### src/rtl/pe_row_deskew.sv
// Realigns diagonally skewed PE-column results into full rows and counts them against a job length.
// Optional skew detection is built in when PE_ROW_DESKEW_SKEW_CHECK_EN is defined.
module pe_row_deskew #(
  parameter int NUM   = 4,
  parameter int DW    = 32,
  parameter int ROW_W = 16
) (
  input  logic                         clk,
  input  logic                         reset,
  input  logic                         start,
  input  logic [ROW_W-1:0]             cfg_rows,
  input  logic [3:0]                   cfg_func,
  input  logic [NUM-1:0]               in_valid,
  input  logic signed [NUM-1:0][DW-1:0] in,
  output logic signed [NUM-1:0][DW-1:0] out,
  output logic                         out_en,
  output logic [3:0]                   func,
  output logic                         busy,
  output logic                         done,
  output logic                         skew_err
);

  logic [NUM-1:0]          v_al;
  logic [NUM-1:0][DW-1:0]  d_al;
  logic                    all_v;
  logic [ROW_W-1:0]        cnt;
  logic [ROW_W-1:0]        rows_q;
  logic [ROW_W-1:0]        cnt_inc;

  // Lane i is delayed NUM-1-i cycles so every lane's tail lines up with lane NUM-1.
  for (genvar i = 0; i < NUM; i++) begin : g_lane
    localparam int D = NUM - 1 - i;
    if (D == 0) begin : g_pass
      assign v_al[i] = in_valid[i];
      assign d_al[i] = in[i];
    end else begin : g_dly
      logic [D-1:0]  vs;
      logic [DW-1:0] ds [D];

      // NOTE: sequential state is updated with non-blocking assignments so every stage samples its predecessor's pre-edge value.
      always_ff @(posedge clk) begin
        if (!reset) begin
          vs <= '0;
        end else begin
          vs[0] <= in_valid[i];
          for (int k = 1; k < D; k++) vs[k] <= vs[k-1];
        end
      end

      // NOTE: data stages carry no reset; the valid bits alone decide what is meaningful.
      always_ff @(posedge clk) begin
        ds[0] <= in[i];
        for (int k = 1; k < D; k++) ds[k] <= ds[k-1];
      end

      assign v_al[i] = vs[D-1];
      assign d_al[i] = ds[D-1];
    end
  end

  assign all_v   = &v_al;
  assign cnt_inc = cnt + 1'b1;

`ifdef PE_ROW_DESKEW_SKEW_CHECK_EN
  logic any_v;
  assign any_v = |v_al;
`else
  assign skew_err = 1'b0;
`endif

  always_ff @(posedge clk) begin
    if (!reset) begin
      out    <= '0;
      out_en <= 1'b0;
      func   <= 4'h0;
      busy   <= 1'b0;
      done   <= 1'b0;
      cnt    <= '0;
      rows_q <= '0;
`ifdef PE_ROW_DESKEW_SKEW_CHECK_EN
      skew_err <= 1'b0;
`endif
    end else begin
      out_en <= 1'b0;
      done   <= 1'b0;
      if (start && !busy) begin
        func   <= cfg_func;
        rows_q <= cfg_rows;
        cnt    <= '0;
        busy   <= (cfg_rows != '0);
        done   <= (cfg_rows == '0);
`ifdef PE_ROW_DESKEW_SKEW_CHECK_EN
        skew_err <= 1'b0;
`endif
      end else if (busy) begin
        // Partial rows fall through untouched: never emitted, never counted.
        if (all_v) begin
          out    <= d_al;
          out_en <= 1'b1;
          cnt    <= cnt_inc;
          if (cnt_inc == rows_q) begin
            busy <= 1'b0;
            done <= 1'b1;
          end
        end
`ifdef PE_ROW_DESKEW_SKEW_CHECK_EN
        else if (any_v) begin
          skew_err <= 1'b1;
        end
`endif
      end
    end
  end

endmodule

### config.mk
export PLATFORM = sky130hd
export DESIGN_NAME = pe_row_deskew
export DESIGN_NICKNAME = d
export VERILOG_FILES = /design/src/rtl/pe_row_deskew.sv
export SDC_FILE = /design/constraint.sdc
export NUM_CORES = 1
export LEC_CHECK = 0
export BUFFER_PORTS_ARGS = -buffer_cell sky130_fd_sc_hd__buf_2
export CORE_MARGIN = 4
export CORE_UTILIZATION = 55
export CTS_CLUSTER_DIAMETER = 200
export CTS_CLUSTER_SIZE = 28
export DETAILED_ROUTE_END_ITERATION = 8
export PLACE_DENSITY = 0.8
export SLEW_MARGIN = 20
export SYNTH_ARGS = -nofsm -noshare
export SYNTH_HDL_FRONTEND = slang
export SYNTH_SLANG_ARGS = --single-unit
### constraint.sdc
create_clock -name clk -period 5.54 [get_ports clk]
set_input_delay 0.554 -clock clk [delete_from_list [all_inputs] [get_ports clk]]
set_output_delay 0.554 -clock clk [all_outputs]
set_load 0.05 [all_outputs]
==> qor.yml, run 1 <==
timing:
  worst_pin_slew_ns: 1.03
  hold_viol: 0
  fin_tns_setup_ns: 0
  fmax_mhz: 416
  setup_violations: 0
  whs_ns: 0.137
  worst_slack_ns: 3.13
  period_share_pct: 43.4
  finalClockSkew_ns: 0.0259
  rsz0062_at_grt: "no"
  maxSlewViolCount: 0
  period_needed_ns: 2.41
  worst_slew_margin_rel_pct: 31.1
clock_tree:
  cts_buffers: 17
  cts.hold.buffers_added: 0
  cts.path.max_buffers: 3
  clock_latency_ns: 0.50
  clock-root-buffer: "clkbuf_16"
  cts_resized: 0
  clock_sinks: 365
  cts_setup_buffers: 0
  cts_tree: "done"
  h-tree-depth: 1
  path_clk_slew_ns: 0.10
global_routing:
  grt_pass1_wl_mm: 34.6
  track_usage_pct: 19.3
  grt_pass1_vias: 7009
  grt_max_degree: 93
  grt_overflow: 0
  antenna_found_initial: 3
pwr:
  p_per_area_nw_per_um2: 331
  vdd_ir_drop_max_mv: 0.413
  power_leakage_nw: 5.33
die:
  die_y_um: 147
  top_level_ports: 291
  die_area_um2: 21700
  start_util_pct: 56.5
  core-area_um2: 18900
  row_count: 50
  die_w_um: 147
logic_synthesis:
  synth_seq_cells: 365
  yosysTopAreaCellShare_pct: 68.5
  ys.flop_type: "dfxtp_1"
  synth-seq-area-share_pct: 68.5
  synth.area.top_cells: "dfxtp_1, nand2_1, a21boi_0, xnor2_1, clkbuf_1"
  postSynth.asyncResetShare_pct: 0
  synth_area_per_cell_um2: 10.8
  syn_nets: 1140
  netlist_area_um2: 10700
  synth.distinct_cells: 46
  ys_warn_count: 0
  synth-edff-count: 0
  yosys.area.top_type: "dfxtp_1"
  synthCells: 984
setup_path:
  cp_slowest_stage_delay_ns: 0.78
  cp.arrival_ns: 2.83
  crit_fanout: 85
  path_cells: "and4_1, and2_4, buf_4, nand2_1, a21boi_0"
  worstPathRequired_ns: 5.97
  crit_type: "flip-flop to flip-flop"
  reg2reg_setup_slack_ns: 3.13
  cp-end-kind: "flip-flop"
  crit_family: "simple AND/OR/NAND/NOR gates"
  slowest_stage: "and2_4"
  path_buf_inv: 1
  critical_path.startpoint_type: "flip-flop"
placement:
  hpwl_mm: 15.1
  place_ws_ns: 2.78
  gp_congestion: 0.868
  io_buffers: 289
  dp_cells: 1477
finish:
  fill_cells: 1492
  syn2layout_area_growth_pct: 19.0
  instances_no_fill: 1498
  final_cell_mix: "dfxtp_1, buf_2, nand2_1"
  final_nets: 1392
  final_core_util_pct: 67.2
  drive_gt1_share_pct: 25.8
  layout_commonest_cell: "dfxtp_1"
routing:
  drtIter0Drc: 321
  top_layer: "met5"
  wirelength_met1_mm: 8.85
  wl_met3_mm: 1.74
  dr.pass1.iters: 4
  vias: 7305
  drtAntennaViolNets: 0
  wl_mm: 21.8
  wl_met2_mm: 10.5
  vias_per_cell: 4.88
  wl_per_cell_um: 14.6
  drc: 0
run:
  max_cap_violations: 0
outcome:
  status: "finished, final reports clean"
min_path:
  hold_class: "input port to flip-flop"
-- metrics by stage --
stage          area, um2  total power (W)
6_report           12700          0.00421
5_1_grt            12700          0.00438
4_1_cts            12700          0.00426
3_5_place_dp       12200          0.00293
3_3_place_gp       12200          0.00293
2_1_floorplan      10700          0.00286
-- worst paths after layout --
path / start / endpoint / depth (start not counted)
setup / recovery: g_lane[1].g_dly.vs[1] / out[95] / 5
hold / removal: in[35] / g_lane[1].g_dly.ds[0][3] / 1
setup reg to reg: g_lane[1].g_dly.vs[1] / out[95] / 5
hold reg to reg: g_lane[1].g_dly.ds[0][16] / g_lane[1].g_dly.ds[1][16] / 0
-- final cells by class --
type                            instances  area, um2  share of cell area, %
Sequential cell                       365       7310                   57.5
Timing Repair Buffer                  292       1470                   11.6
Inverter                                7       26.3                  0.207
Clock inverter                          2       38.8                  0.305
Antenna cell                            1       2.50                 0.0197
Multi-Input combinational cell        553       3100                   24.4
Tap cell                              260        325                   2.56
Clock buffer                           18        429                   3.38
-- per-layer routing --
metal	vias to the layer above	global-route usage [%]
li1	3687	-
met1	3333	23.3
met2	235	33.6
met3	46	5.49
met4	4	5.73
met5	-	0
-- power by group --
part / leakage (nW) / switching, W / total, W / internal [W]
combinational: 2.09 / 0.0000626 / 0.000134 / 0.0000718
sequential: 3.02 / 0.0000270 / 0.00274 / 0.00271
clock: 0.227 / 0.000766 / 0.00134 / 0.000572
total: 5.33 / 0.000856 / 0.00421 / 0.00335
-- cells by family after synthesis --
logic type                 synth area share, %
and+or+nand+nor                           14.2
buffers and inverters                     2.57
muxes                                   0.0938
DFF                                       68.5
adders and majority gates                0.117
other                                   0.0351
xor gates and xnor gates                  2.70
AOI/OAI and AO/OA                         11.9
-- state kept, by name, indices dropped and copies added, names as in the netlist --
name	cells
cnt	16
out	128
busy	1
func	4
g_lane.g_dly.ds	192
out_en	1
g_lane.g_dly.vs	6
rows_q	16
done	1
-- cells in the mapped netlist, types with 2 or more instances --
| cell type | count |
|---|---|
| nor2_1 | 26 |
| nor4_1 | 7 |
| nand3_1 | 8 |
| buf_4 | 5 |
| xor2_1 | 8 |
| a21boi_1 | 20 |
| nand2_1 | 271 |
| nand4_1 | 9 |
| nor3b_1 | 2 |
| a22o_1 | 20 |
| and3_1 | 3 |
| a21oi_1 | 2 |
| clkbuf_1 | 47 |
| and2_1 | 9 |
| xnor2_1 | 23 |
| nor3_1 | 6 |
| a31oi_1 | 2 |
| dfxtp_1 | 365 |
| a21boi_0 | 110 |
| buf_2 | 6 |
| nor4_2 | 2 |
| and4_1 | 3 |
| inv_1 | 7 |
(Power assumes the default switching activity.)
==> run 2: changes to the inputs <==
--- a/config.mk
+++ b/config.mk
@@ -7,11 +7,11 @@
 export LEC_CHECK = 0
 export BUFFER_PORTS_ARGS = -buffer_cell sky130_fd_sc_hd__buf_2
 export CORE_MARGIN = 4
-export CORE_UTILIZATION = 55
+export CORE_UTILIZATION = 51
 export CTS_CLUSTER_DIAMETER = 200
 export CTS_CLUSTER_SIZE = 28
 export DETAILED_ROUTE_END_ITERATION = 8
-export PLACE_DENSITY = 0.8
+export PLACE_DENSITY = 0.75
 export SLEW_MARGIN = 20
 export SYNTH_ARGS = -nofsm -noshare
 export SYNTH_HDL_FRONTEND = slang
==> constraint.sdc (replaced) <==
create_clock -name clk -period 2.3 [get_ports clk]
set_input_delay 0.23 -clock clk [delete_from_list [all_inputs] [get_ports clk]]
set_output_delay 0.23 -clock clk [all_outputs]
set_load 0.05 [all_outputs]
==> run 2 against run 1 <==
Compared with the run above: sequential power up 140%; register-to-register slack worse by 2.9 ns; critical path depth up 2; via count up 11%; design area up 13%; global-route usage up 2.3 points; first-iteration DRC count up 24%; clock power up 140%; combinational power rose to 4.1 times the previous value; core utilization up 3.0 points; largest power group unchanged; highest routed layer is now met4.
==> qor.yml, run 2 (same netlist as run 1, synthesis figures left out) <==
outcome:
  status: "finished, final reports clean"
finish:
  largest_reg_flops: 192
  syn2layout_area_growth_pct: 34.4
  drive_gt1_share_pct: 23.4
  reg.largest.list: "g_lane.g_dly.ds: 192 flops, out: 128 flops"
  final_cell_mix: "dfxtp_1, buf_2, nand2_1"
  final_nets: 1551
  regMostFlops: "g_lane.g_dly.ds"
  layout_commonest_cell: "dfxtp_1"
  final_core_util_pct: 70.2
die:
  core-area_um2: 20400
  row_count: 52
  top_level_ports: 291
  die_area_um2: 23300
  die_y_um: 153
  die_w_um: 153
  start_util_pct: 52.2
timing:
  setup_violations: 0
  period_share_pct: 88.7
  finalClockSkew_ns: 0.0292
  period_needed_ns: 2.04
  fin_tns_setup_ns: 0
  worst_pin_slew_ns: 0.760
  whs_ns: 0.147
  fmax_mhz: 490
  rsz0062_at_grt: "no"
  hold_viol: 0
  worst_slew_margin_rel_pct: 49.3
  maxSlewViolCount: 0
routing:
  vias_per_cell: 4.86
  wl_per_cell_um: 15.7
  drtAntennaViolNets: 0
  wl_mm: 26.2
  drtIter0Drc: 398
  dr.pass1.iters: 5
  drc: 0
  vias: 8101
global_routing:
  track_usage_pct: 21.6
  grt_pass1_vias: 8232
  antenna_found_initial: 1
  grt_pass1_wl_mm: 42.1
  grt_max_degree: 110
  grt_overflow: 0
pwr:
  clockPowerShare_pct: 31.4
  combPwrFrac_pct: 5.2
  p_int_w: 0.00825
  seq_power_share_pct: 63.3
  vdd_ir_drop_max_mv: 0.725
  p_per_area_nw_per_um2: 726
  power_leakage_nw: 6.02
  p_switching_w: 0.00216
  swShare_pct: 20.8
setup_path:
  worstPathRequired_ns: 2.74
  reg2reg_depth: 7
  cp.arrival_ns: 2.48
  cp-end-kind: "flip-flop"
  critical_path.startpoint_type: "flip-flop"
  crit_fanout: 5
  crit_type: "flip-flop to flip-flop"
clock_tree:
  clock-root-buffer: "clkbuf_16"
  clock_sinks: 365
  cts_resized: 0
  path_clk_slew_ns: 0.10
  h-tree-depth: 1
  cts_tree: "done"
  cts.path.max_buffers: 3
  clock_latency_ns: 0.51
  cts_buffers: 17
placement:
  gp_congestion: 0.879
  io_buffers: 289
  hpwl_mm: 16.0
min_path:
  whs_path_depth: 2
  hold_class: "input port to flip-flop"
run:
  max_cap_violations: 0
==> run 2: cell types whose count changed in the layout (fill, tap and decap cells not counted), sizes merged <==
cell and change:
buf +7, dlygate4sd3 +152
==> run 2: layer usage <==
metal	GRT usage [%]	vias to the layer above	part of all wire, %
li1	-	3995	-
met1	25.2	3770	40
met2	38.7	274	49
met3	5.08	62	6.5
met4	8.02	0	4.0
met5	0	-	0
==> run 2: power groups by stage <==
stage	logic [W]	registers, W	clock network (W)
floorplan	0.000142	0.00674	0
global placement	0.000327	0.00673	0
detailed placement	0.000332	0.00674	0
CTS	0.000537	0.00659	0.00337
global route	0.000593	0.00662	0.00358
finish	0.000546	0.00659	0.00327
==> run 2: path summary, 6_finish.rpt <==
| check | start | endpoint | slack [ns] |
|---|---|---|---|
| setup / recovery | cnt[1] | done | 0.26 |
| hold / removal | reset | busy | 0.15 |
| setup reg to reg | cnt[1] | done | 0.26 |
| hold reg to reg | g_lane[0].g_dly.ds[1][10] | g_lane[0].g_dly.ds[2][10] | 0.33 |
==> run 2: area by class of cell <==
| class | count | area (um2) |
|---|---|---|
| Sequential cell | 365 | 7310 |
| Fill cell | 1417 | 6090 |
| Multi-Input combinational cell | 553 | 3100 |
| Timing Repair Buffer | 451 | 3100 |
| Clock buffer | 18 | 429 |
| Tap cell | 270 | 338 |
| Clock inverter | 2 | 38.8 |
| Inverter | 7 | 26.3 |
| Antenna cell | 1 | 2.50 |
==> run 2: what timing repair did <==
item                       CTS  global route
buffers inserted             0             0
setup endpoints to repair    0             0
hold buffers               152             0
hold endpoints to repair   152             0
==> run 2: metrics by stage <==
| stage | setup slack (ns) | power, W | instances | cell area [um2] |
|---|---|---|---|---|
| global route | 0.127 | 0.0108 | 1667 | 14300 |
| global placement | 0.352 | 0.00706 | 1494 | 12300 |
| CTS | 0.261 | 0.0105 | 1666 | 14300 |
| floorplan | 0.311 | 0.00688 | 984 | 10700 |
| detailed placement | 0.285 | 0.00707 | 1494 | 12300 |
| finish | 0.259 | 0.0104 | 1667 | 14300 |
==> run 2: critical path: stages (launching register included) <==
cell,delay [ns]
dfxtp_1,0.42
ha_1,0.25
nand3_1,0.13
or3_1,0.36
o22a_1,0.22
nor4_2,0.29
nand4_1,0.13
o22ai_1,0.17
